<file path="src/rtl/fp_dlf16_pkg.sv">
// DLFloat16 format constants and field helpers shared by the FPU converters.
package fp_dlf16_pkg;

    localparam int unsigned DLF_W      = 16;
    localparam int unsigned DLF_EXP_W  = 6;
    localparam int unsigned DLF_FRAC_W = 9;
    localparam int unsigned DLF_BIAS   = 31;

    // Canonical NaN: exp all ones and frac all ones; sign is ignored.
    localparam logic [DLF_W-1:0] DLF_NAN = 16'h7FFF;

    typedef enum logic {
        DLF_CLS_NUM = 1'b0,
        DLF_CLS_NAN = 1'b1
    } dlf_cls_e;

    function automatic logic dlf_sign(input logic [DLF_W-1:0] f);
        return 1'(f >> (DLF_W - 1));
    endfunction

    function automatic logic [DLF_EXP_W-1:0] dlf_exp(input logic [DLF_W-1:0] f);
        return DLF_EXP_W'(f >> DLF_FRAC_W);
    endfunction

    function automatic logic [DLF_FRAC_W-1:0] dlf_frac(input logic [DLF_W-1:0] f);
        return DLF_FRAC_W'(f);
    endfunction

    function automatic dlf_cls_e dlf_class(input logic [DLF_W-1:0] f);
        return (DLF_EXP_W'(f >> DLF_FRAC_W) == DLF_NAN[DLF_W-2:DLF_FRAC_W]) &&
               (DLF_FRAC_W'(f) == DLF_NAN[DLF_FRAC_W-1:0]) ? DLF_CLS_NAN : DLF_CLS_NUM;
    endfunction

endpackage

</file>
<file path="src/rtl/fp_f2i_round.sv">
// Rounds a right-shifted magnitude using guard/sticky; truncates or rounds to nearest-even.
module fp_f2i_round #(
    parameter int unsigned MAG_W    = 34,
    parameter bit          ROUND_NE = 1'b0
) (
    input  logic [MAG_W-1:0] mag,
    input  logic             guard,
    input  logic             sticky,
    input  logic             sign,
    output logic [MAG_W-1:0] mag_rnd,
    output logic             inexact
);

    // Ties-to-even is symmetric in magnitude, so the sign does not change the decision.
    logic unused_sign;
    assign unused_sign = sign;

    logic inc;

    // Increment when above half, or exactly half with an odd LSB.
    always_comb begin
        inc     = ROUND_NE && guard && (sticky || mag[0]);
        mag_rnd = mag + MAG_W'(inc);
        inexact = guard || sticky;
    end

endmodule

</file>
<file path="src/rtl/fp_float2int.sv">
// DLFloat16 to signed INT_W converter, 2-stage valid/ready pipeline with saturation and flags.
module fp_float2int
    import fp_dlf16_pkg::*;
#(
    parameter int unsigned INT_W    = 32,
    parameter bit          ROUND_NE = 1'b0
) (
    input  logic             clk,
    input  logic             rst_n,
    input  logic             in_valid,
    output logic             in_ready,
    input  logic [15:0]      in_float,
    output logic             out_valid,
    input  logic             out_ready,
    output logic [INT_W-1:0] out_int,
    output logic             out_invalid,
    output logic             out_overflow,
    output logic             out_inexact
);

    // Two guard bits above INT_W absorb the rounding carry and the largest left shift.
    localparam int unsigned MW       = INT_W + 2;
    localparam int unsigned RSH_EMAX = DLF_BIAS + DLF_FRAC_W;

    localparam logic [MW-1:0]    MAG_MAX = {3'b000, {(INT_W-1){1'b1}}};
    localparam logic [MW-1:0]    MAG_MIN = {3'b001, {(INT_W-1){1'b0}}};
    localparam logic [INT_W-1:0] INT_MAX = {1'b0, {(INT_W-1){1'b1}}};
    localparam logic [INT_W-1:0] INT_MIN = {1'b1, {(INT_W-1){1'b0}}};

    logic                  d_sign;
    logic [DLF_EXP_W-1:0]  d_exp;
    logic [DLF_FRAC_W-1:0] d_frac;
    dlf_cls_e              d_cls;
    logic [DLF_FRAC_W:0]   d_full;
    logic [3:0]            r_amt;
    logic [5:0]            l_amt;
    logic [19:0]           rsh;
    logic [63:0]           wide;
    logic [MW-1:0]         d_mag;
    logic                  d_guard;
    logic                  d_sticky;

    logic                  s1_valid;
    logic                  s1_nan;
    logic                  s1_sign;
    logic [MW-1:0]         s1_mag;
    logic                  s1_guard;
    logic                  s1_sticky;
    logic                  s2_load;

    logic [MW-1:0]         r_mag;
    logic                  r_inexact;

    logic [INT_W-1:0]      res_int;
    logic                  res_inv;
    logic                  res_ovf;
    logic                  res_inx;

    assign s2_load  = !out_valid || out_ready;
    assign in_ready = !s1_valid || s2_load;

    // Decode the operand into an integer magnitude plus guard/sticky bits.
    always_comb begin
        d_sign   = dlf_sign(in_float);
        d_exp    = dlf_exp(in_float);
        d_frac   = dlf_frac(in_float);
        d_cls    = dlf_class(in_float);
        d_full   = {1'b1, d_frac};
        r_amt    = 4'(RSH_EMAX - 32'(d_exp));
        l_amt    = 6'(32'(d_exp) - RSH_EMAX);
        rsh      = {d_full, 10'b0} >> r_amt;
        wide     = 64'(d_full) << l_amt;
        d_mag    = '0;
        d_guard  = 1'b0;
        d_sticky = 1'b0;
        if (d_exp == '0) begin
            d_sticky = |d_frac;
        end else if (d_exp < 6'(DLF_BIAS)) begin
            d_guard  = (d_exp == 6'(DLF_BIAS - 1));
            d_sticky = (d_exp == 6'(DLF_BIAS - 1)) ? |d_frac : 1'b1;
        end else if (d_exp <= 6'(RSH_EMAX)) begin
            d_mag    = MW'(rsh[19:10]);
            d_guard  = rsh[9];
            d_sticky = |rsh[8:0];
        end else begin
            // Clamp so narrow INT_W cannot wrap a huge value into range.
            d_mag = (|wide[63:MW]) ? '1 : wide[MW-1:0];
        end
    end

    // S1: register the classified operand.
    always_ff @(posedge clk or negedge rst_n) begin
        if (!rst_n) begin
            s1_valid  <= 1'b0;
            s1_nan    <= 1'b0;
            s1_sign   <= 1'b0;
            s1_mag    <= '0;
            s1_guard  <= 1'b0;
            s1_sticky <= 1'b0;
        end else if (in_ready) begin
            s1_valid <= in_valid;
            if (in_valid) begin
                s1_nan    <= (d_cls == DLF_CLS_NAN);
                s1_sign   <= d_sign;
                s1_mag    <= d_mag;
                s1_guard  <= d_guard;
                s1_sticky <= d_sticky;
            end
        end
    end

    fp_f2i_round #(
        .MAG_W    (MW),
        .ROUND_NE (ROUND_NE)
    ) u_round (
        .mag     (s1_mag),
        .guard   (s1_guard),
        .sticky  (s1_sticky),
        .sign    (s1_sign),
        .mag_rnd (r_mag),
        .inexact (r_inexact)
    );

    // Saturate the rounded magnitude and apply the sign.
    always_comb begin
        res_int = '0;
        res_inv = 1'b0;
        res_ovf = 1'b0;
        res_inx = r_inexact;
        if (s1_nan) begin
            res_int = INT_MIN;
            res_inv = 1'b1;
            res_inx = 1'b0;
        end else if (!s1_sign && (r_mag > MAG_MAX)) begin
            res_int = INT_MAX;
            res_ovf = 1'b1;
            res_inx = 1'b0;
        end else if (s1_sign && (r_mag > MAG_MIN)) begin
            res_int = INT_MIN;
            res_ovf = 1'b1;
            res_inx = 1'b0;
        end else if (s1_sign) begin
            res_int = -r_mag[INT_W-1:0];
        end else begin
            res_int = r_mag[INT_W-1:0];
        end
    end

    // S2: register the final result; holds while the consumer stalls.
    always_ff @(posedge clk or negedge rst_n) begin
        if (!rst_n) begin
            out_valid    <= 1'b0;
            out_int      <= '0;
            out_invalid  <= 1'b0;
            out_overflow <= 1'b0;
            out_inexact  <= 1'b0;
        end else if (s2_load) begin
            out_valid <= s1_valid;
            if (s1_valid) begin
                out_int      <= res_int;
                out_invalid  <= res_inv;
                out_overflow <= res_ovf;
                out_inexact  <= res_inx;
            end
        end
    end

endmodule

</file>
<file path="config.mk">
export PLATFORM = sky130hd
export DESIGN_NAME = fp_float2int
export DESIGN_NICKNAME = d
export VERILOG_FILES = /design/src/rtl/fp_dlf16_pkg.sv /design/src/rtl/fp_f2i_round.sv /design/src/rtl/fp_float2int.sv
export SDC_FILE = /design/constraint.sdc
export NUM_CORES = 1
export LEC_CHECK = 0
export ABC_AREA = 1
export BUFFER_PORTS_ARGS = -buffer_cell sky130_fd_sc_hd__buf_2
export CAP_MARGIN = 30
export CORE_MARGIN = 2
export CORE_UTILIZATION = 30
export CTS_CLUSTER_DIAMETER = 80
export DETAILED_ROUTE_END_ITERATION = 8
export PLACE_DENSITY = 0.43
export SETUP_SLACK_MARGIN = 0.2
export SLEW_MARGIN = 20
export SYNTH_ARGS = -nofsm -noshare
export SYNTH_HDL_FRONTEND = slang
export SYNTH_SLANG_ARGS = --single-unit
</file>
<file path="constraint.sdc">
create_clock -name clk -period 2.55 [get_ports clk]
set_input_delay 0.6375 -clock clk [delete_from_list [all_inputs] [get_ports clk]]
set_output_delay 0.6375 -clock clk [all_outputs]
set_load 0.005 [all_outputs]
</file>
* Word level (Yosys, flattened, before mapping)
Cells that the tools add are included.
** Cells by class
- Add/subtract/negate cells :: 3
- Order comparisons :: 4
- Equal/unequal tests :: 3
- Shift-type cells :: 2
- Muxes and demuxes :: 23
- Reductions and logical operators :: 15
** Operators with widths (number)
- 34-bit 2-to-1 mux :: 4
- 32-bit 2-to-1 mux :: 4
- 10-bit by 6-bit left shift with 64-bit output :: 1
- 34-bit by 31-bit > comparator with 1-bit output (second input constant) :: 1
- 34-bit by 32-bit > comparator with 1-bit output (second input constant) :: 1
- 32-bit negation :: 1
- 30-bit OR reduction :: 1
- 20-bit by 4-bit right shift with 20-bit output :: 1
- 9-bit OR reduction :: 2
- 1-bit 2-to-1 mux :: 15
- 9-bit equality test (second input constant) :: 1
- 6-bit by 5-bit equality test with 1-bit output (second input constant) :: 1
- 6-bit equality test (second input constant) :: 1
- 6-bit <= comparator (second input constant) :: 1
- 6-bit zero test :: 1
- 6-bit by 5-bit less-than comparator with 1-bit output (second input constant) :: 1
- 6-bit subtractor (second input constant) :: 1
- 2-bit AND reduction :: 2
- 4-bit subtractor (first input constant) :: 1
- 1-bit logical AND :: 3
- 1-bit zero test :: 3
- 1-bit logical OR :: 3
** Word-level totals
- Register bits after elaboration :: 75
- Output and inout port bits :: 37

* Longest topological paths before layout
Gate-level depths: netlist of the first run.
- Depth in word-level cells :: 7
- Gate-level depth with buffers :: 18
- Gate-level depth less buffers :: 15

* Hierarchy
A second synthesis of the first run with hierarchy kept.
** Unflattened totals
- Cell total of the unflattened synthesis :: 945
- Area total of the unflattened synthesis :: 6322.3 um^2
** Modules (own cells, without submodules)
- fp_float2int :: instances 1, cells each 908, area an instance 6055.8 um^2, seq. area each 1876.8 um^2
- fp_f2i_round :: instances 1, cells each 37, area an instance 266.5 um^2, seq. area each 0.0 um^2

* Worst setup path before layout of the first run
OpenSTA, ideal clock, no wires.
- Path kind :: input-to-reg
- Start point :: in in_float[12]
- End point :: reg s1_mag[12]
- Data arrival time :: 2.771 ns
- Required time :: 2.433 ns
- Slack :: -0.338 ns
- Stages on the path :: 17
- Path through :: buf_2 -> inv_1 -> buf_2 -> ha_1 -> buf_2 -> clkinv_1 -> clkbuf_1 -> nand2_1 -> nand3_1 -> nand2_1 -> nor2_1 -> nand2_2 -> nor2_8 -> buf_6 -> nand3_1 -> nand2_1 -> nand2_1
** Between the ends
- Cells in the longest elaborated chain, start to end :: 7
- Elaborated cells between the ends (all ways) :: 10
- Classes of those cells :: add/sub: 1; order compare: 2; shift: 1; mux: 4; reduce/logical: 2
** RTL lines
- start: declaration :: RTL line fp_float2int.sv:12 : input logic [15:0] in_float,
- 6-bit subtractor :: RTL line fp_float2int.sv:70 : l_amt = 6'(32'(d_exp) - RSH_EMAX);
- 10-bit by 6-bit left shift with 64-bit output :: RTL line fp_float2int.sv:72 : wide = 64'(d_full) << l_amt;
- 30-bit OR reduction :: RTL line fp_float2int.sv:87 : d_mag = (|wide[63:MW]) ? '1 : wide[MW-1:0];
- 34-bit 2-to-1 mux :: RTL line fp_float2int.sv:87
- 34-bit 2-to-1 mux :: RTL line fp_float2int.sv:81 : end else if (d_exp <= 6'(RSH_EMAX)) begin
- 34-bit 2-to-1 mux :: RTL line fp_float2int.sv:78 : end else if (d_exp < 6'(DLF_BIAS)) begin
- 34-bit 2-to-1 mux (*) :: RTL line fp_float2int.sv:76 : if (d_exp == '0) begin
- end signal: assignment :: RTL line fp_float2int.sv:105 : s1_mag <= d_mag;
- end: declaration :: RTL line fp_float2int.sv:46 : logic [MW-1:0] s1_mag;
Every way passes the cells marked *; elsewhere a longest branch is shown, timed or not.
A chain may end at the register's enable or synchronous reset.

* Worst setup path after layout of the first run
- Start point :: in in_float[10]
- End point :: reg s1_mag[2]
Same word-level chain as after synthesis.

==> load_flow_metrics.sql, run 1 <==
INSERT INTO impl_metrics (metric_group, metric, value, unit) VALUES
('layout', 'antenna-diode-count', '0', ''),
('power', 'total_power', '5.20', 'mW'),
('timing', 'min_period_over_period', '87.9', '%'),
('timing', 'period_minus_slack', '2.24', 'ns'),
('layout', 'synthToLayoutAreaGrowth', '30.2', '%'),
('floorplan', 'die-height', '147', 'microns'),
('timing', 'finClkSkew', '0.00852', 'ns'),
('synth', 'top_cells_by_area_in_the_synthesized_netlist', 'sky130_fd_sc_hd__dfrtp_1 31%, sky130_fd_sc_hd__nand2_1 18%, sky130_fd_sc_hd__nand3_1 7.7%, sky130_fd_sc_hd__o21ai_0 6.5%, sky130_fd_sc_hd__nand3_2 6.4%', ''),
('route', 'drtIter0Drc', '257', ''),
('timing', 'relSlewSlack', '64.2', '%'),
('route', 'drt_pass1_iterations', '5', ''),
('synth', 'synth-edff-count', '0', ''),
('grt', 'antenna_violations_before_repair', '0', ''),
('hold_path', 'path_type_of_the_worst_min_delay_path', 'in2async', ''),
('layout', 'largest_reg_flops', '34', ''),
('grt', 'grt_pass1_vias', '6226', ''),
('setup_path', 'critPathCaptureType', 'flip-flop', ''),
('setup_path', 'ff2ff_path_depth', '13', ''),
('route', 'vias_per_cell', '4.79', ''),
('cts', 'htree_levels', '3', ''),
('synth', 'synth_nets', '947', ''),
('synth', 'yosysWarnings', '0', ''),
('cts', 'cts-root-to-sink-buffers', '2', ''),
('timing', 'endpoints_failing_hold', '0', ''),
('setup_path', 'r2r_end', 'out_int[31]', ''),
('synth', 'area_of_the_mapped_netlist', '6120', 'sq um'),
('power', 'worst_ir_drop_on_vdd', '0.327', 'mV'),
('synth', 'synth.avg_cell_area', '6.66', 'sq um'),
('route', 'wl', '19.8', 'mm'),
('synth', 'synthMuxAreaShare', '0.184', '%'),
('timing', 'final.setup.worst_slack', '0.307', 'ns'),
('synth', 'synth.largest_area_cell', 'sky130_fd_sc_hd__dfrtp_1', ''),
('outcome', 'run_status', 'finished, final reports clean', ''),
('synth', 'synth-async-reset-ratio', '100', '%'),
('placement', 'io_buf_count', '56', ''),
('setup_path', 'worst-endpoint-arrival', '2.51', 'ns'),
('layout', 'largest_register', 's1_mag', ''),
('setup_path', 'setup.worst_path.start_class', 'input port', ''),
('synth', 'post_synth_fa_ha_maj_area_fraction', '1.43', '%'),
('synth', 'area_fraction_in_compound_gates_after_synthesis', '13.5', '%'),
('synth', 'synthesis.instances', '920', ''),
('placement', 'hpwlAfterDp', '15.4', 'mm'),
('floorplan', 'chipWidth', '147', 'microns'),
('setup_path', 'r2r_slack', '0.41', 'ns'),
('synth', 'synth_top_family_by_area', 'simple AND/OR/NAND/NOR gates', ''),
('synth', 'synth.yosys.seq_area_share', '30.6', '%'),
('synth', 'post_synth_top_area_share', '30.6', '%'),
('cts', 'cts.reportedPaths.clkPinSlew', '0.06', 'ns'),
('route', 'drc', '0', ''),
('synth', 'xor_xnor_share_of_the_synthesized_area', '2.13', '%'),
('timing', 'fin_setup_tns', '0', 'ns'),
('synth', 'synth_most_common_cell', 'sky130_fd_sc_hd__nand2_1', ''),
('layout', 'top_regs', 's1_mag (34), out_int (32)', ''),
('timing', 'rsz0062_at_grt', 'true', ''),
('layout', 'drive_above_1_share', '28.8', '%'),
('setup_path', 'critPathMaxFanout', '10', ''),
('placement', 'placement.setup.worst_slack', '-0.158', 'ns'),
('cts', 'tritoncts', 'yes', ''),
('grt', 'grt_pass1_wl', '32.2', 'mm'),
('synth', 'yosysUniqueCellTypes', '37', ''),
('cts', 'worstSkewPairLatency', '0.33', 'ns'),
('timing', 'slew_violations', '0', ''),
('grt', 'grt_usage', '18.4', '%'),
('setup_path', 'worst_reg2reg_startpoint', 's1_mag[2]', ''),
('timing', 'max_clock_freq', '446', 'MHz'),
('synth', 'synthSimpleGateAreaFrac', '43.3', '%'),
('power', 'cell_area_power_density', '652', 'nW/um^2'),
('layout', 'filler_cell_count', '2192', ''),
('grt', 'grt_start_max_net_pins', '42', ''),
('grt', 'gr-total-overflow', '0', ''),
('cts', 'cts_root_buffer', 'sky130_fd_sc_hd__clkbuf_16', '');
critical path: stages:
cell and delay, ns:
sky130_fd_sc_hd__buf_2 0.15, sky130_fd_sc_hd__inv_6 0.07, sky130_fd_sc_hd__ha_2 0.38, sky130_fd_sc_hd__inv_1 0.11, sky130_fd_sc_hd__o21ai_0 0.35, sky130_fd_sc_hd__o21ai_1 0.15, sky130_fd_sc_hd__buf_4 0.15, sky130_fd_sc_hd__buf_4 0.12
sky130_fd_sc_hd__o21ai_0 0.23, sky130_fd_sc_hd__nand2_1 0.09, sky130_fd_sc_hd__nand2_1 0.06
routing by layer:
| metal | GRT usage, % | part of all wire (%) |
|---|---|---|
| met5 | 0 | 0 |
| met4 | 5.58 | 1.5 |
| met3 | 2.11 | 2.1 |
| met2 | 29.4 | 46 |
| met1 | 26.2 | 50 |
cell type report:
cell class | instances | area, sq um | share of cell area (%)
Inverter | 67 | 274 | 3.44
Sequential cell | 75 | 1880 | 23.5
Tap cell | 270 | 338 | 4.24
Timing Repair Buffer | 180 | 1370 | 17.2
Clock buffer | 11 | 253 | 3.17
Multi-Input combinational cell | 726 | 3840 | 48.1
Clock inverter | 4 | 26.3 | 0.330
metrics by stage:
stage          cells  instance area [sq um]  hold WS [ns]  util (%)
2_1_floorplan    920                   6270         0.342         -
3_3_place_gp    1314                   7520         0.456      37.4
3_5_place_dp    1314                   7520         0.466      37.4
4_1_cts         1329                   7800         0.300      38.8
5_1_grt         1333                   7970         0.322      39.7
6_report        1333                   7970         0.291      39.7
power by group:
part | internal [mW] | switching [mW]
logic | 0.983 | 1.27
clock network | 0.704 | 0.472
registers | 1.53 | 0.244
total | 3.21 | 1.98
what timing repair did:
action | in CTS | in global routing
cloned | 0 | 2
gates resized for setup | 3 | 45
setup endpoints to repair | 16 | 54
buffers inserted | 0 | 2
hold buffers | 0 | 0
pin swaps | 0 | 7
logic make-up after synthesis:
logic type | Yosys count
flip-flops | 75
buffers and inverters | 119
multiplexers | 1
XOR/XNOR | 14
AO/OA/AOI/OAI | 148
AND/OR/NAND/NOR | 556
adder cells (fa/ha/maj) | 7
worst max path at each step:
stage                             from          to  slack, ns  cells past startpoint
final                     in_float[10]   s1_mag[2]       0.31                     11
after global routing      in_float[10]   s1_sticky       0.15                     14
after CTS                  in_float[9]   s1_sticky       0.25                     14
after detailed placement  in_float[10]   s1_sticky      -0.16                     14
after global placement     in_float[9]   s1_mag[7]      -0.19                     17
after floorplan           in_float[12]  s1_mag[20]       0.13                     18
cells in the final DEF (no fill, tap or decap), types with 5 or more instances in the layout:
cell | synthesis | routed
sky130_fd_sc_hd__buf_12 | 0 | 8
sky130_fd_sc_hd__o21ai_1 | 3 | 13
sky130_fd_sc_hd__inv_2 | 10 | 9
sky130_fd_sc_hd__a22o_1 | 11 | 11
sky130_fd_sc_hd__o31ai_1 | 5 | 5
sky130_fd_sc_hd__nand2_1 | 300 | 287
sky130_fd_sc_hd__inv_1 | 55 | 53
sky130_fd_sc_hd__nor2_1 | 57 | 52
sky130_fd_sc_hd__o21ai_0 | 80 | 68
sky130_fd_sc_hd__a21oi_1 | 38 | 38
sky130_fd_sc_hd__dfrtp_1 | 75 | 75
sky130_fd_sc_hd__nor3_1 | 10 | 9
sky130_fd_sc_hd__buf_2 | 14 | 55
sky130_fd_sc_hd__nand2_2 | 10 | 23
sky130_fd_sc_hd__nor2_2 | 3 | 8
sky130_fd_sc_hd__nand3_2 | 39 | 47
sky130_fd_sc_hd__buf_4 | 6 | 111
sky130_fd_sc_hd__nand4_1 | 29 | 29
sky130_fd_sc_hd__nand3_1 | 94 | 86
sky130_fd_sc_hd__o21ai_2 | 4 | 6
sky130_fd_sc_hd__clkbuf_16 | 0 | 11
sky130_fd_sc_hd__xor2_1 | 10 | 10
Note: power is estimated with default switching activity, not from simulation.
==> run 2, diff against run 1 <==
- CORE_UTILIZATION: 30 -> 56
- PLACE_DENSITY: 0.43 -> 0.73
- clock period: 2.55 -> 2.1 ns (I/O delays scaled with it)
==> load_flow_metrics.sql, run 2 <==
INSERT INTO impl_metrics (metric_group, metric, value, unit) VALUES
('outcome', 'run_status', 'did not finish', ''),
('outcome', 'outcome.stop_stage', '5_1_grt', ''),
('outcome', 'flow.first_error', '[ERROR GRT-0232] Routing congestion too high. Check the congestion heatmap in the GUI.', ''),
('grt', 'grt_usage', '72.8', '%'),
('cts', 'hold_buffers', '0', ''),
('synth', 'yosysUniqueCellTypes', '37', ''),
('floorplan', 'die-height', '109', 'microns'),
('synth', 'ys_seq_elements', '75', ''),
('placement', 'hpwlAfterDp', '14.7', 'mm'),
('floorplan', 'chipWidth', '109', 'microns'),
('floorplan', 'ioPinCount', '57', ''),
('synth', 'postSynth.topFlopCell', 'sky130_fd_sc_hd__dfrtp_1', ''),
('synth', 'synth.yosys.seq_area_share', '30.6', '%'),
('grt', 'gr-total-overflow', '8', ''),
('timing', 'grt_worst_endpoint', 's1_mag[15]$_DFFE_PN0P_/D', ''),
('cts', 'cts_num_sinks', '75', ''),
('placement', 'io_buf_count', '56', ''),
('synth', 'synth-async-reset-ratio', '100', '%'),
('cts', 'cts_root_buffer', 'sky130_fd_sc_hd__clkbuf_8', ''),
('synth', 'synth_most_common_cell', 'sky130_fd_sc_hd__nand2_1', ''),
('synth', 'yosysWarnings', '0', ''),
('grt', 'grt_start_max_net_pins', '55', ''),
('synth', 'synth.avg_cell_area', '6.66', 'sq um'),
('synth', 'post_synth_top_area_share', '30.6', '%'),
('synth', 'synth_nets', '947', ''),
('synth', 'top_cells_by_area_in_the_synthesized_netlist', 'sky130_fd_sc_hd__dfrtp_1 31%, sky130_fd_sc_hd__nand2_1 18%, sky130_fd_sc_hd__nand3_1 7.7%, sky130_fd_sc_hd__o21ai_0 6.5%, sky130_fd_sc_hd__nand3_2 6.4%', ''),
('cts', 'cts-root-to-sink-buffers', '2', ''),
('placement', 'placement.setup.worst_slack', '-0.471', 'ns'),
('synth', 'synthesis.instances', '920', ''),
('synth', 'synth.largest_area_cell', 'sky130_fd_sc_hd__dfrtp_1', ''),
('placement', 'gp_congestion', '1.01', ''),
('synth', 'synth-edff-count', '0', ''),
('timing', 'worst_endpoint_kind', 'sequential cell input', ''),
('floorplan', 'num_rows', '38', ''),
('floorplan', 'initial_utilization', '57.0', '%'),
('cts', 'cts-buffers-inserted', '9', ''),
('synth', 'area_of_the_mapped_netlist', '6120', 'sq um'),
('synth', 'synth.cells.most_frequent', '300 x sky130_fd_sc_hd__nand2_1, 94 x sky130_fd_sc_hd__nand3_1, 80 x sky130_fd_sc_hd__o21ai_0', ''),
('cts', 'htree_levels', '3', '');
-- run 2: cell counts after synthesis --
No cell type changed its count.
-- run 2: repair_timing --
item	in CTS
gates cloned	11
gates resized for setup	192
setup endpoints to repair	69
pin swaps	57
setup buffers	45
endpoints found under the hold margin	0
-- run 2: metal layers --
layer	GRT overflow	track usage, %
met4	5	75.5
met5	0	20.5
met2	3	90.4
met1	0	70.8
met3	0	57.3
-- run 2: kinds of logic after synthesis --
group | after synthesis | share of synthesized area (%)
buffers and inverters | 119 | 8.81
multiplexers | 1 | 0.184
AND/OR/NAND/NOR | 556 | 43.3
XOR/XNOR | 14 | 2.13
adder cells (fa/ha/maj) | 7 | 1.43
flip-flops | 75 | 30.6
AO/OA/AOI/OAI | 148 | 13.5
-- run 2: metrics by stage --
stage	instances	util (%)	TNS, ns	instance area (sq um)
4_1_cts	1300	85.9	0	9230
3_5_place_dp	1228	72.3	-16.34	7770
3_3_place_gp	1228	72.3	-14.81	7770
2_1_floorplan	920	-	-6.35	6370
==> run 3, diff against run 2 <==
- CORE_UTILIZATION: 56 -> 40
- CTS_CLUSTER_DIAMETER: 80 -> default
- PLACE_DENSITY: 0.73 -> default
- PLACE_DENSITY_LB_ADDON: default -> 0.15
- SETUP_SLACK_MARGIN: 0.2 -> default
==> load_flow_metrics.sql, run 3 (same netlist as run 1, synthesis figures left out) <==
INSERT INTO impl_metrics (metric_group, metric, value, unit) VALUES
('outcome', 'run_status', 'finished, final reports clean', ''),
('cts', 'cts_root_buffer', 'sky130_fd_sc_hd__clkbuf_16', ''),
('hold_path', 'path_type_of_the_worst_min_delay_path', 'in2async', ''),
('power', 'cell_area_power_density', '754', 'nW/um^2'),
('route', 'vias_per_cell', '5.16', ''),
('timing', 'max_clock_freq', '477', 'MHz'),
('layout', 'antenna-diode-count', '0', ''),
('grt', 'grtUsageMet3', '2.96', '%'),
('floorplan', 'core_region_area', '15100', 'sq um'),
('route', 'drc', '0', ''),
('route', 'wl', '19.2', 'mm'),
('floorplan', 'chipWidth', '128', 'microns'),
('layout', 'filler_cell_count', '1409', ''),
('setup_path', 'cpPeakStageDelay', '0.19', 'ns'),
('timing', 'period_minus_slack', '2.10', 'ns'),
('timing', 'slew_violations', '0', ''),
('grt', 'grt_pass1_wl', '29.6', 'mm'),
('layout', 'most_common_cell_after_layout_fill_and_taps_aside', 'sky130_fd_sc_hd__nand2_1', ''),
('setup_path', 'worst_reg2reg_startpoint', 's1_mag[1]', ''),
('route', 'wire_per_inst', '14.5', 'microns'),
('timing', 'rsz0062_at_grt', 'true', ''),
('floorplan', 'die-height', '128', 'microns'),
('setup_path', 'r2r_slack', '0.12', 'ns'),
('cts', 'tritoncts', 'yes', ''),
('setup_path', 'setup.worst_path.start_class', 'input port', ''),
('cts', 'worstSkewPairLatency', '0.34', 'ns'),
('floorplan', 'initial_utilization', '40.6', '%'),
('timing', 'setup_viol', '0', ''),
('setup_path', 'r2r_end', 'out_int[24]', ''),
('layout', 'largest_reg_flops', '34', ''),
('floorplan', 'num_rows', '45', ''),
('placement', 'io_buf_count', '56', ''),
('layout', 'layoutNonFillerInstCount', '1319', ''),
('power', 'total_power', '6.84', 'mW'),
('setup_path', 'critPathBufInv', '6', ''),
('cts', 'cts-buffers-inserted', '9', ''),
('setup_path', 'crit_type', 'in2reg', ''),
('layout', 'synthToLayoutAreaGrowth', '48.2', '%'),
('grt', 'grt_start_max_net_pins', '42', ''),
('grt', 'antenna_violations_before_repair', '0', ''),
('placement', 'gp_congestion', '0.913', ''),
('setup_path', 'worst_path_max_delay_cell', 'sky130_fd_sc_hd__clkbuf_16', ''),
('route', 'drtIter0Drc', '425', ''),
('cts', 'cts_num_sinks', '75', ''),
('setup_path', 'critPathCaptureType', 'flip-flop', ''),
('placement', 'dpl.cell_count', '1278', ''),
('setup_path', 'critPathMaxFanout', '8', ''),
('grt', 'grt_peak_use_layer', 'met2', ''),
('layout', 'largest_register', 's1_mag', ''),
('setup_path', 'cp_data_required_time', '2.33', 'ns'),
('grt', 'grt_pass1_vias', '6043', ''),
('grt', 'gr-usage-met2', '37.2', '%'),
('timing', 'relSlewSlack', '66.1', '%'),
('route', 'detailroute.via_count', '6812', ''),
('floorplan', 'ioPinCount', '57', ''),
('setup_path', 'worst-endpoint-arrival', '2.32', 'ns'),
('route', 'detail-route-antenna-nets', '0', ''),
('run', 'max-cap-violations', '0', ''),
('cts', 'htree_levels', '3', ''),
('setup_path', 'ff2ff_path_depth', '11', ''),
('grt', 'grt_usage', '22.2', '%'),
('placement', 'placement.setup.worst_slack', '-0.416', 'ns'),
('setup_path', 'path_cells', 'buf_8, inv_8, ha_4, xor2_2, inv_2, clkbuf_16, buf_8, nand3_2, nand2_2, nor2_2, nand2_2, nor2_8, clkbuf_16, nand3_1, nand2_1, nand2_1', ''),
('power', 'total_leakage_power', '4.44', 'nW'),
('timing', 'finClkSkew', '0.00469', 'ns'),
('layout', 'final_nets', '1153', ''),
('layout', 'drive_above_1_share', '40.5', '%'),
('cts', 'hold_buffers', '0', ''),
('power', 'worst_ir_drop_on_vdd', '0.463', 'mV'),
('timing', 'endpoints_failing_hold', '0', ''),
('setup_path', 'crit_family', 'buffers and inverters', ''),
('placement', 'hpwlAfterDp', '14.0', 'mm'),
('grt', 'grt_use_met1', '30.6', '%'),
('timing', 'min_period_over_period', '99.8', '%'),
('cts', 'cts.reportedPaths.clkPinSlew', '0.06', 'ns'),
('layout', 'top_regs', 's1_mag (34), out_int (32)', ''),
('timing', 'worstMarginPinSlew', '0.503', 'ns'),
('floorplan', 'floorplan.die_area', '16300', 'sq um'),
('route', 'drt_pass1_iterations', '5', ''),
('layout', 'final_cell_mix', '256 x sky130_fd_sc_hd__nand2_1, 163 x sky130_fd_sc_hd__buf_4, 75 x sky130_fd_sc_hd__dfrtp_1', ''),
('cts', 'cts-root-to-sink-buffers', '2', ''),
('timing', 'final.setup.worst_slack', '0.00390', 'ns'),
('grt', 'gr-total-overflow', '0', '');
run 3: where the power goes:
| part | internal [mW] | leakage (nW) | switching (mW) |
|---|---|---|---|
| registers | 1.85 | 0.944 | 0.254 |
| logic | 1.49 | 3.36 | 1.74 |
| clock network | 0.945 | 0.145 | 0.562 |
run 3: how the worst max path moves through the flow:
stage	cells past startpoint	endpoint	start	slack, ns
floorplan	18	s1_mag[20]	in_float[12]	-0.20
global placement	17	s1_mag[0]	in_float[9]	-0.42
detailed placement	17	s1_mag[0]	in_float[9]	-0.42
CTS	17	s1_mag[12]	in_float[9]	-0.04
global route	16	s1_mag[19]	in_float[12]	-0.07
finish	16	s1_mag[8]	in_float[12]	0.004
run 3: per-stage QoR:
step	hold WS [ns]	util, %	setup TNS [ns]	cell area (sq um)
global route	0.168	60.1	-1.28	9070
finish	0.135	60.1	0	9070
detailed placement	0.466	51.8	-13.79	7810
CTS	0.148	53.8	-0.293	8120
global placement	0.464	51.7	-14.70	7800
floorplan	0.229	-	-6.35	6320
run 3: what timing repair did:
| action | 4_1_cts | 5_1_grt |
|---|---|---|
| gates cloned | 0 | 7 |
| buffers inserted | 0 | 20 |
| gates resized for setup | 5 | 197 |
| setup endpoints to repair | 43 | 68 |
| pin swaps | 0 | 74 |
run 3: per-layer routing:
layer	wire length (microns)	part of all wire [%]
met1	8940	47
met2	9300	49
met3	614	3.2
met4	314	1.6
met5	0	0
run 3: cell type report:
| type | count | area (sq um) | share of cell area, % |
|---|---|---|---|
| clock buffers | 11 | 243 | 2.67 |
| inverters | 67 | 287 | 3.16 |
| flip-flops and latches | 75 | 1880 | 20.7 |
| clock inverters | 5 | 52.6 | 0.579 |
| multi-input cells | 726 | 4330 | 47.7 |
| repair buffers | 247 | 2060 | 22.7 |
| well taps | 188 | 235 | 2.59 |
